[config.mk]
export PLATFORM = sky130hd
export DESIGN_NAME = uart_frame_decoder
export DESIGN_NICKNAME = d
export VERILOG_FILES = /design/src/rtl/uart_frame_decoder.sv
export SDC_FILE = /design/constraint.sdc
export NUM_CORES = 1
export LEC_CHECK = 0
export BUFFER_PORTS_ARGS = -buffer_cell sky130_fd_sc_hd__clkbuf_2
export CAP_MARGIN = 0
export CORE_MARGIN = 1.5
export CORE_UTILIZATION = 61
export CTS_CLUSTER_DIAMETER = 60
export DETAILED_ROUTE_END_ITERATION = 7
export PLACE_DENSITY = 0.83
export SLEW_MARGIN = 5
export SYNTH_ARGS = -nofsm -noshare
export SYNTH_HDL_FRONTEND = slang
export SYNTH_SLANG_ARGS = --single-unit
[constraint.sdc]
create_clock -name CLK -period 8.5 [get_ports CLK]
set_input_delay 1.7 -clock CLK [delete_from_list [all_inputs] [get_ports CLK]]
set_output_delay 1.7 -clock CLK [all_outputs]
set_load 0.01 [all_outputs]
[src/rtl/uart_frame_decoder.sv]
// uart_frame_decoder
// Turns the uart_rx byte stream into validated fixed-length frames.
// HUNT slides a 4-byte window looking for MAGICNUMBER, PAYLOAD collects the
// remaining bytes under an inter-byte timeout, CHECK runs a bit-serial
// CRC16 (x^16+x^15+x^2+1, init 0xFFFF), and EMIT pulses frame_valid or
// crc_error for one cycle.
// Optional build macro FRAME_DECODER_STATS_EN adds saturating good/CRC-error
// frame counters; without it both counter ports read 16'h0000.
//
// Byte input handshake: there is no back-pressure. rx_data is valid exactly
// in the cycle rx_data_ready is high. A byte arriving while the decoder is in
// CHECK or EMIT is parked in a one-byte pending register and replayed on the
// first HUNT cycle; a second byte arriving while one is parked is dropped and
// reported with a one-cycle overrun pulse.
module uart_frame_decoder #(
    parameter int          FRAME_LENGTH   = 8,
    parameter logic [31:0] MAGICNUMBER    = 32'hDABBAD00,
    parameter int          TIMEOUT_CYCLES = 16000
) (
    input  logic                      CLK,
    input  logic                      reset,
    input  logic                      rx_data_ready,
    input  logic [7:0]                rx_data,
    output logic                      frame_valid,
    output logic [8*FRAME_LENGTH-1:0] frame_data,
    output logic                      crc_error,
    output logic                      busy,
    output logic                      overrun,
    output logic [15:0]               good_count,
    output logic [15:0]               crc_err_count,
    output logic [1:0]                dbg_state
);

    localparam int CRC_BITS = 8 * (FRAME_LENGTH - 2);
    localparam int BIT_W    = $clog2(CRC_BITS);
    localparam int IDX_W    = $clog2(FRAME_LENGTH);
    localparam int TMR_W    = $clog2(TIMEOUT_CYCLES);

    typedef enum logic [1:0] {
        S_HUNT    = 2'd0,
        S_PAYLOAD = 2'd1,
        S_CHECK   = 2'd2,
        S_EMIT    = 2'd3
    } state_t;

    state_t                    r_state;
    logic [31:0]               r_window;
    logic [7:0]                r_buf [FRAME_LENGTH];
    logic [IDX_W-1:0]          r_idx;
    logic [TMR_W-1:0]          r_timer;
    logic [15:0]               r_crc;
    logic [BIT_W-1:0]          r_bit;
    logic                      r_pend;
    logic [7:0]                r_pend_byte;
    logic                      r_frame_valid;
    logic                      r_crc_error;
    logic                      r_overrun;
    logic [8*FRAME_LENGTH-1:0] r_frame_data;

    logic        w_have_byte;
    logic [7:0]  w_byte;
    logic [31:0] w_window_next;
    logic        w_crc_bit;
    logic        w_crc_fb;
    logic [15:0] w_crc_next;
    logic        w_crc_pass;
    logic        w_last_byte;
    logic        w_timeout;
    logic        w_rx_parked;

    // A parked byte takes priority over a live strobe; the live one is parked in turn.
    assign w_have_byte   = r_pend | rx_data_ready;
    assign w_byte        = r_pend ? r_pend_byte : rx_data;
    assign w_window_next = {r_window[23:0], w_byte};

    // Serial CRC walks D = {byte[N-3],...,byte[0]} from its MSB down to bit 0.
    assign w_crc_bit  = r_buf[r_bit[BIT_W-1:3]][r_bit[2:0]];
    assign w_crc_fb   = r_crc[15] ^ w_crc_bit;
    assign w_crc_next = {r_crc[14:0], 1'b0} ^ (w_crc_fb ? 16'h8005 : 16'h0000);
    assign w_crc_pass = (r_crc == {r_buf[FRAME_LENGTH-2], r_buf[FRAME_LENGTH-1]});

    assign w_last_byte = (r_idx == IDX_W'(FRAME_LENGTH - 1));
    assign w_timeout   = (r_timer == TMR_W'(TIMEOUT_CYCLES - 1));
    assign w_rx_parked = (r_state == S_CHECK) || (r_state == S_EMIT);

    // Frame FSM: header hunt, payload collection, serial CRC check and emit.
    always_ff @(posedge CLK) begin
        if (reset) begin
            r_state       <= S_HUNT;
            r_window      <= '0;
            r_idx         <= '0;
            r_timer       <= '0;
            r_crc         <= 16'hFFFF;
            r_bit         <= '0;
            r_pend        <= 1'b0;
            r_pend_byte   <= '0;
            r_frame_valid <= 1'b0;
            r_crc_error   <= 1'b0;
            r_overrun     <= 1'b0;
            r_frame_data  <= '0;
            for (int i = 0; i < FRAME_LENGTH; i++) begin
                r_buf[i] <= '0;
            end
        end else begin
            r_frame_valid <= 1'b0;
            r_crc_error   <= 1'b0;
            r_overrun     <= 1'b0;

            // Pending register: fill while busy checking, drain in HUNT/PAYLOAD.
            if (w_rx_parked) begin
                if (rx_data_ready) begin
                    if (r_pend) begin
                        r_overrun <= 1'b1;
                    end else begin
                        r_pend      <= 1'b1;
                        r_pend_byte <= rx_data;
                    end
                end
            end else if (r_pend) begin
                r_pend      <= rx_data_ready;
                r_pend_byte <= rx_data;
            end

            case (r_state)
                S_HUNT: begin
                    if (w_have_byte) begin
                        r_window <= w_window_next;
                        if (w_window_next == MAGICNUMBER) begin
                            r_buf[0] <= MAGICNUMBER[31:24];
                            r_buf[1] <= MAGICNUMBER[23:16];
                            r_buf[2] <= MAGICNUMBER[15:8];
                            r_buf[3] <= MAGICNUMBER[7:0];
                            r_idx    <= IDX_W'(4);
                            r_timer  <= '0;
                            r_state  <= S_PAYLOAD;
                        end
                    end
                end
                S_PAYLOAD: begin
                    if (w_have_byte) begin
                        r_buf[r_idx] <= w_byte;
                        r_idx        <= r_idx + 1'b1;
                        r_timer      <= '0;
                        if (w_last_byte) begin
                            r_crc   <= 16'hFFFF;
                            r_bit   <= BIT_W'(CRC_BITS - 1);
                            r_state <= S_CHECK;
                        end
                    end else if (w_timeout) begin
                        r_window <= '0;
                        r_state  <= S_HUNT;
                    end else begin
                        r_timer <= r_timer + 1'b1;
                    end
                end
                S_CHECK: begin
                    r_crc <= w_crc_next;
                    r_bit <= r_bit - 1'b1;
                    if (r_bit == '0) begin
                        r_state <= S_EMIT;
                    end
                end
                S_EMIT: begin
                    if (w_crc_pass) begin
                        r_frame_valid <= 1'b1;
                        for (int i = 0; i < FRAME_LENGTH; i++) begin
                            r_frame_data[8*i +: 8] <= r_buf[i];
                        end
                    end else begin
                        r_crc_error <= 1'b1;
                    end
                    r_window <= '0;
                    r_state  <= S_HUNT;
                end
                default: r_state <= S_HUNT;
            endcase
        end
    end

    assign frame_valid = r_frame_valid;
    assign frame_data  = r_frame_data;
    assign crc_error   = r_crc_error;
    assign overrun     = r_overrun;
    assign busy        = (r_state == S_PAYLOAD) || (r_state == S_CHECK);
    assign dbg_state   = r_state;

`ifdef FRAME_DECODER_STATS_EN
    logic [15:0] r_good_count;
    logic [15:0] r_crc_err_count;

    // Saturating frame statistics, stepped on the same edge as the result pulses.
    always_ff @(posedge CLK) begin
        if (reset) begin
            r_good_count    <= '0;
            r_crc_err_count <= '0;
        end else if (r_state == S_EMIT) begin
            if (w_crc_pass && (r_good_count != 16'hFFFF)) begin
                r_good_count <= r_good_count + 16'd1;
            end
            if (!w_crc_pass && (r_crc_err_count != 16'hFFFF)) begin
                r_crc_err_count <= r_crc_err_count + 16'd1;
            end
        end
    end

    assign good_count    = r_good_count;
    assign crc_err_count = r_crc_err_count;
`else
    assign good_count    = 16'h0000;
    assign crc_err_count = 16'h0000;
`endif

endmodule

* After elaboration in Yosys (flattened, before gate mapping)
Memories as Yosys holds them, arrays and structs flattened. A register that Yosys moved wholly into a read port is not among the register bits.
Cells that the tools add are included.
** Cells by class
- Mux-type cells :: 59
- Bitwise logic cells :: 10
- $lt $le $gt $ge :: 1
- Equality and inequality tests :: 18
- Add/subtract/negate cells :: 3
- Reductions and logical operators :: 18
** Operators with widths (count)
- 24-bit 2-to-1 mux :: 3
- 8-bit 2-to-1 mux :: 9
- 24-bit one-hot mux with 3 select lines :: 1
- 14-bit 2-to-1 mux :: 4
- 16-bit 2-to-1 mux :: 3
- 32-bit equality test, second input constant :: 1
- 16-bit one-hot mux with 2 select lines :: 1
- 14-bit one-hot mux with 2 select lines :: 1
- 1-bit 2-to-1 mux :: 19
- 3-bit 2-to-1 mux :: 6
- 16-bit equality test :: 1
- 2-bit != test, second input constant :: 8
- 16-bit bitwise XOR :: 1
- 14-bit by 1-bit adder with 14-bit output, second input constant :: 1
- 14-bit equality test, second input constant :: 1
- 2-bit 2-to-1 mux :: 6
- 6-bit 2-to-1 mux :: 2
- 6-bit one-hot mux with 2 select lines :: 1
- 4-bit AND reduction :: 3
- 3-bit != test, second input constant :: 3
- 2-bit one-hot mux with 4 select lines :: 1
- 8-bit OR reduction :: 1
- 6-bit zero test :: 1
- 3-bit one-hot mux with 2 select lines :: 1
- 19 further kinds :: 30
** Word-level totals
- Bits in writable memories :: 64
- Bits in registers :: 141
- Memories kept :: 1
- Output and inout port bits :: 102
- Logic and storage cells :: 122
** Memories
- r_buf :: words 8, bits a word 8, rd ports 9, clocked after memory_dff 7, wr ports 8, line 48 : logic [7:0] r_buf [FRAME_LENGTH];

* Depth between registers and ports, before layout
- Depth in word-level cells :: 9
- Gate-level depth with buffers :: 10

* Worst setup path before layout
No wires, ideal clock.
- Path type :: input -> register
- From :: input port rx_data[2]
- To :: register r_timer[9]
- Data arrival time :: 3845 ps
- Cell stages on the path :: 7
- Setup slack :: 4537 ps
- Data required time :: 8383 ps
- Path through :: mux2i_2 > nand4_1 > or4_4 > mux2_4 > nor4_4 > o2111ai_1 > a32o_1
** Between the ends
- Longest elaborated chain between the ends :: 4
** Ends and longest elaborated chain
- start, declared :: line 23 : input logic [7:0] rx_data,
- 8-bit 2-to-1 mux
- 32-bit equality test :: line 128 : if (w_window_next == MAGICNUMBER) begin
- 2-bit != test (no line)
- 4-bit AND reduction (no line)
- end signal, assigned :: line 153 : r_timer <= r_timer + 1'b1;
- end, declared :: line 50 : logic [TMR_W-1:0] r_timer;
No other way between the ends.
A chain may end at the register's enable or synchronous reset.

* Final worst setup path
- From :: input port rx_data[1]
- To :: register r_timer[9]
The elaborated chain is that of the path after synthesis.

==> metrics <==
status=complete, but fails checks; violated checks=DRC; Gate Count Post-Synth=916; number of global-route vias before repair=6524; Worst Path Arrival=4.48 ns; layout cell share with drive strength beyond 1=about 14%; clk_skew=0.01772 ns; pwr dens=201.9 mW/mm2; reg-to-reg slack, setup=4.69 ns; syn_area_per_cell=10.07 um2; post-cts resize count=0; DRC=7; final hold vios=0; ANT nets after route=0; clk buf depth=3; first-pass GRT wire length=about 35000 um; drt pass-1 iters=8; Root Buffer Master=clkbuf_16; Int Pwr=1.599 mW; CP Launch Type=primary input; largest net degree at the start of global routing=70; antenna cell count=0; Yosys reg bits=around 210; I/O Buffers=80; Post-synth EDFFs=64; CTS tree=yes; cts bufs inserted=22; final WL=22250 um; post-synth top area share=31.27%; M3 GR Usage=5.353%; sequential area share after synthesis=52.11%; Gate power share=about 4.8%; ys flop type=dfxtp_1; DIE WIDTH=125.9 um; Slew HR=18.91%; RR Endpoint=r_timer[9]; starting DRC count in detailed routing=916; Post-Layout Inst Area=0.01023 mm2; WHS Path Cells=2; Fin Setup TNS=0 ns; VDD IR max=0.0001469 V; most common library cells after synthesis=nor2_1, dfxtp_1, mux2i_1, edfxtp_1, nand2_1; Syn Std Cell Area=0.009220 mm2; core area=0.01464 mm2; GP Congestion=0.9364; worst hold path class=reg2reg; sequential power share=51.6%; clock-pin slew on the worst setup and hold paths=0.06 ns; met2 usage=roughly 46%; cell taking the most area after synthesis=dfxtp_1; Worst-Skew Late Latency=between 0.5 and 0.6 ns; initial antenna violation count=1; io pins=113; post-cts hold buffer count=0; GR peak layer=met2; worst min-delay path startpoint=r_window[19]; fmax=~0.24 GHz; reg2reg path depth=7; sw frac=between 20% and 30%; count leader, synth=nor2_1; area of placed instances=0.009560 mm2; Initial Util=62.96%; crit end category=flip-flop; crit share post-route=48.18%; post-DP HPWL=around 15000 um; CTS sink count=roughly 210; Clock power frac=43.6%; Global Route Usage Sum=between 20% and 30%; critical path fanouts, max=11; Unique masters post-synth=56; die area=0.01586 mm2; Hold EP=r_window[19]; r2r startpoint=r_pend; worst slew pin tran=1.183 ns; WL per Instance=19.03 um; Final min period=4.095 ns; Net Sw Power=467.1 uW; Max Cap Viol=0; WS Path Type=in2reg; YS warnings=0; # Post-CTS Setup Buffers=0; fin. max-slew vios=0; nets@finish=992; Crit. Startpoint=rx_data[1]; asr flop ratio synth=0%; GRT overflow=0; Leakage=4.341 nW; vias per std cell=~6; largest cells by area after synthesis=dfxtp_1, edfxtp_1, mux2i_1, nor2_1, mux4_2; Area growth syn-to-layout=10.99%; H-tree levels=1; global routing usage on met1=36.40%; RSZ-0062 raised after global routing=no; Die Y=~130 um; Critical Path RT=8.89 ns; Fillers=1079; Core Rows=44; DR vias=7099; final setup vio count=0
-- registers in the layout, indices dropped and copies added (netlist names), named ones only --
register / flops
r_buf: 64
r_pend_byte: 8
r_pend: 1
dbg_state: 1
r_window: 24
overrun: 1
crc_error: 1
frame_data: 64
r_idx: 3
r_crc: 16
r_bit: 6
r_timer: 14
frame_valid: 1
-- kinds of logic after synthesis --
logic type	Yosys count	synth area share, %
multiplexers	105	13.57
adder cells (fa/ha/maj)	10	1.357
other	1	0.04067
AND/OR/NAND/NOR	363	18.39
AO/OA/AOI/OAI	99	6.242
flip-flops	208	52.11
XOR/XNOR	29	2.755
buffers and inverters	101	5.537
-- per-stage QoR --
step	total power, mW	instances	worst slack [ns]	hold WS [ns]	utilization [%]
finish	2.066	1169	4.405	0.4719	69.88
global route	2.119	1169	4.250	0.4890	69.88
CTS	2.067	1169	4.450	0.4703	69.88
detailed placement	1.181	1131	3.950	0.4617	65.29
global placement	1.179	1131	4.052	0.4493	65.29
floorplan	1.159	947	4.537	0.4358	-
-- how the worst max path moves through the flow --
stage,end
2_1_floorplan,r_timer[9]
3_3_place_gp,r_timer[9]
3_5_place_dp,r_timer[9]
4_1_cts,r_timer[9]
5_1_grt,r_timer[9]
6_report,r_timer[9]
-- final cells by class --
| cell class | count | area [um2] | area share [%] |
|---|---|---|---|
| Clock buffer | 36 | 660.6 | 6.456 |
| Multi-Input combinational cell | 638 | 4029 | 39.37 |
| Tap cell | 184 | 230.2 | 2.250 |
| Timing Repair Buffer | 84 | 432.9 | 4.230 |
| Sequential cell | 208 | 4805 | 46.95 |
| Clock inverter | 2 | 12.51 | 0.1223 |
| Inverter | 17 | 63.81 | 0.6235 |
-- critical path, stage by stage --
cell	delay, ns
clkbuf_2	0.10
mux2i_1	0.74
nand4_1	0.16
or4_4	0.50
mux2_4	0.34
nor4_4	0.46
o2111ai_1	0.18
a32o_1	0.29
-- layer usage --
| layer | vias up | routed length, um |
|---|---|---|
| li1 | 3285 | - |
| met1 | 3352 | 8772 |
| met2 | 382 | 10550 |
| met3 | 80 | 1973 |
| met4 | 0 | 950 |
| met5 | - | 0 |
-- cells in the final DEF, fill, tap and decap left out, types with 4 or more instances in the layout --
| cell type | synthesis | final |
|---|---|---|
| nand3_1 | 26 | 26 |
| conb_1 | 1 | 32 |
| nor2b_1 | 5 | 5 |
| o22ai_1 | 6 | 6 |
| xnor2_1 | 26 | 26 |
| mux2i_1 | 82 | 82 |
| nor4_1 | 13 | 13 |
| nand2b_1 | 5 | 5 |
| mux2_2 | 4 | 4 |
| a211o_1 | 4 | 4 |
| nor3b_1 | 5 | 5 |
| nand2_1 | 58 | 57 |
| o21ai_0 | 29 | 29 |
| nand4_1 | 18 | 18 |
| inv_1 | 16 | 16 |
| mux4_2 | 14 | 14 |
| buf_4 | 32 | 5 |
| clkbuf_1 | 46 | 9 |
| nand4b_1 | 5 | 5 |
| ha_1 | 10 | 10 |
| dfxtp_1 | 144 | 144 |
| clkbuf_2 | 0 | 80 |
| a21oi_1 | 41 | 41 |
| a311oi_1 | 4 | 4 |
| mux2i_2 | 4 | 4 |
| nor3_1 | 33 | 33 |
| nor2_1 | 171 | 171 |
| and3_1 | 5 | 5 |
| clkbuf_16 | 0 | 24 |
| edfxtp_1 | 64 | 64 |
-- power groups by stage --
stage,combinational (mW),sequential [mW],clock (mW)
3_5_place_dp,0.0964,1.08,0
2_1_floorplan,0.0852,1.07,0
4_1_cts,0.0973,1.06,0.906
6_report,0.0991,1.07,0.902
5_1_grt,0.109,1.07,0.945
3_3_place_gp,0.0948,1.08,0
No activity file was read; power rests on OpenSTA's default activity.
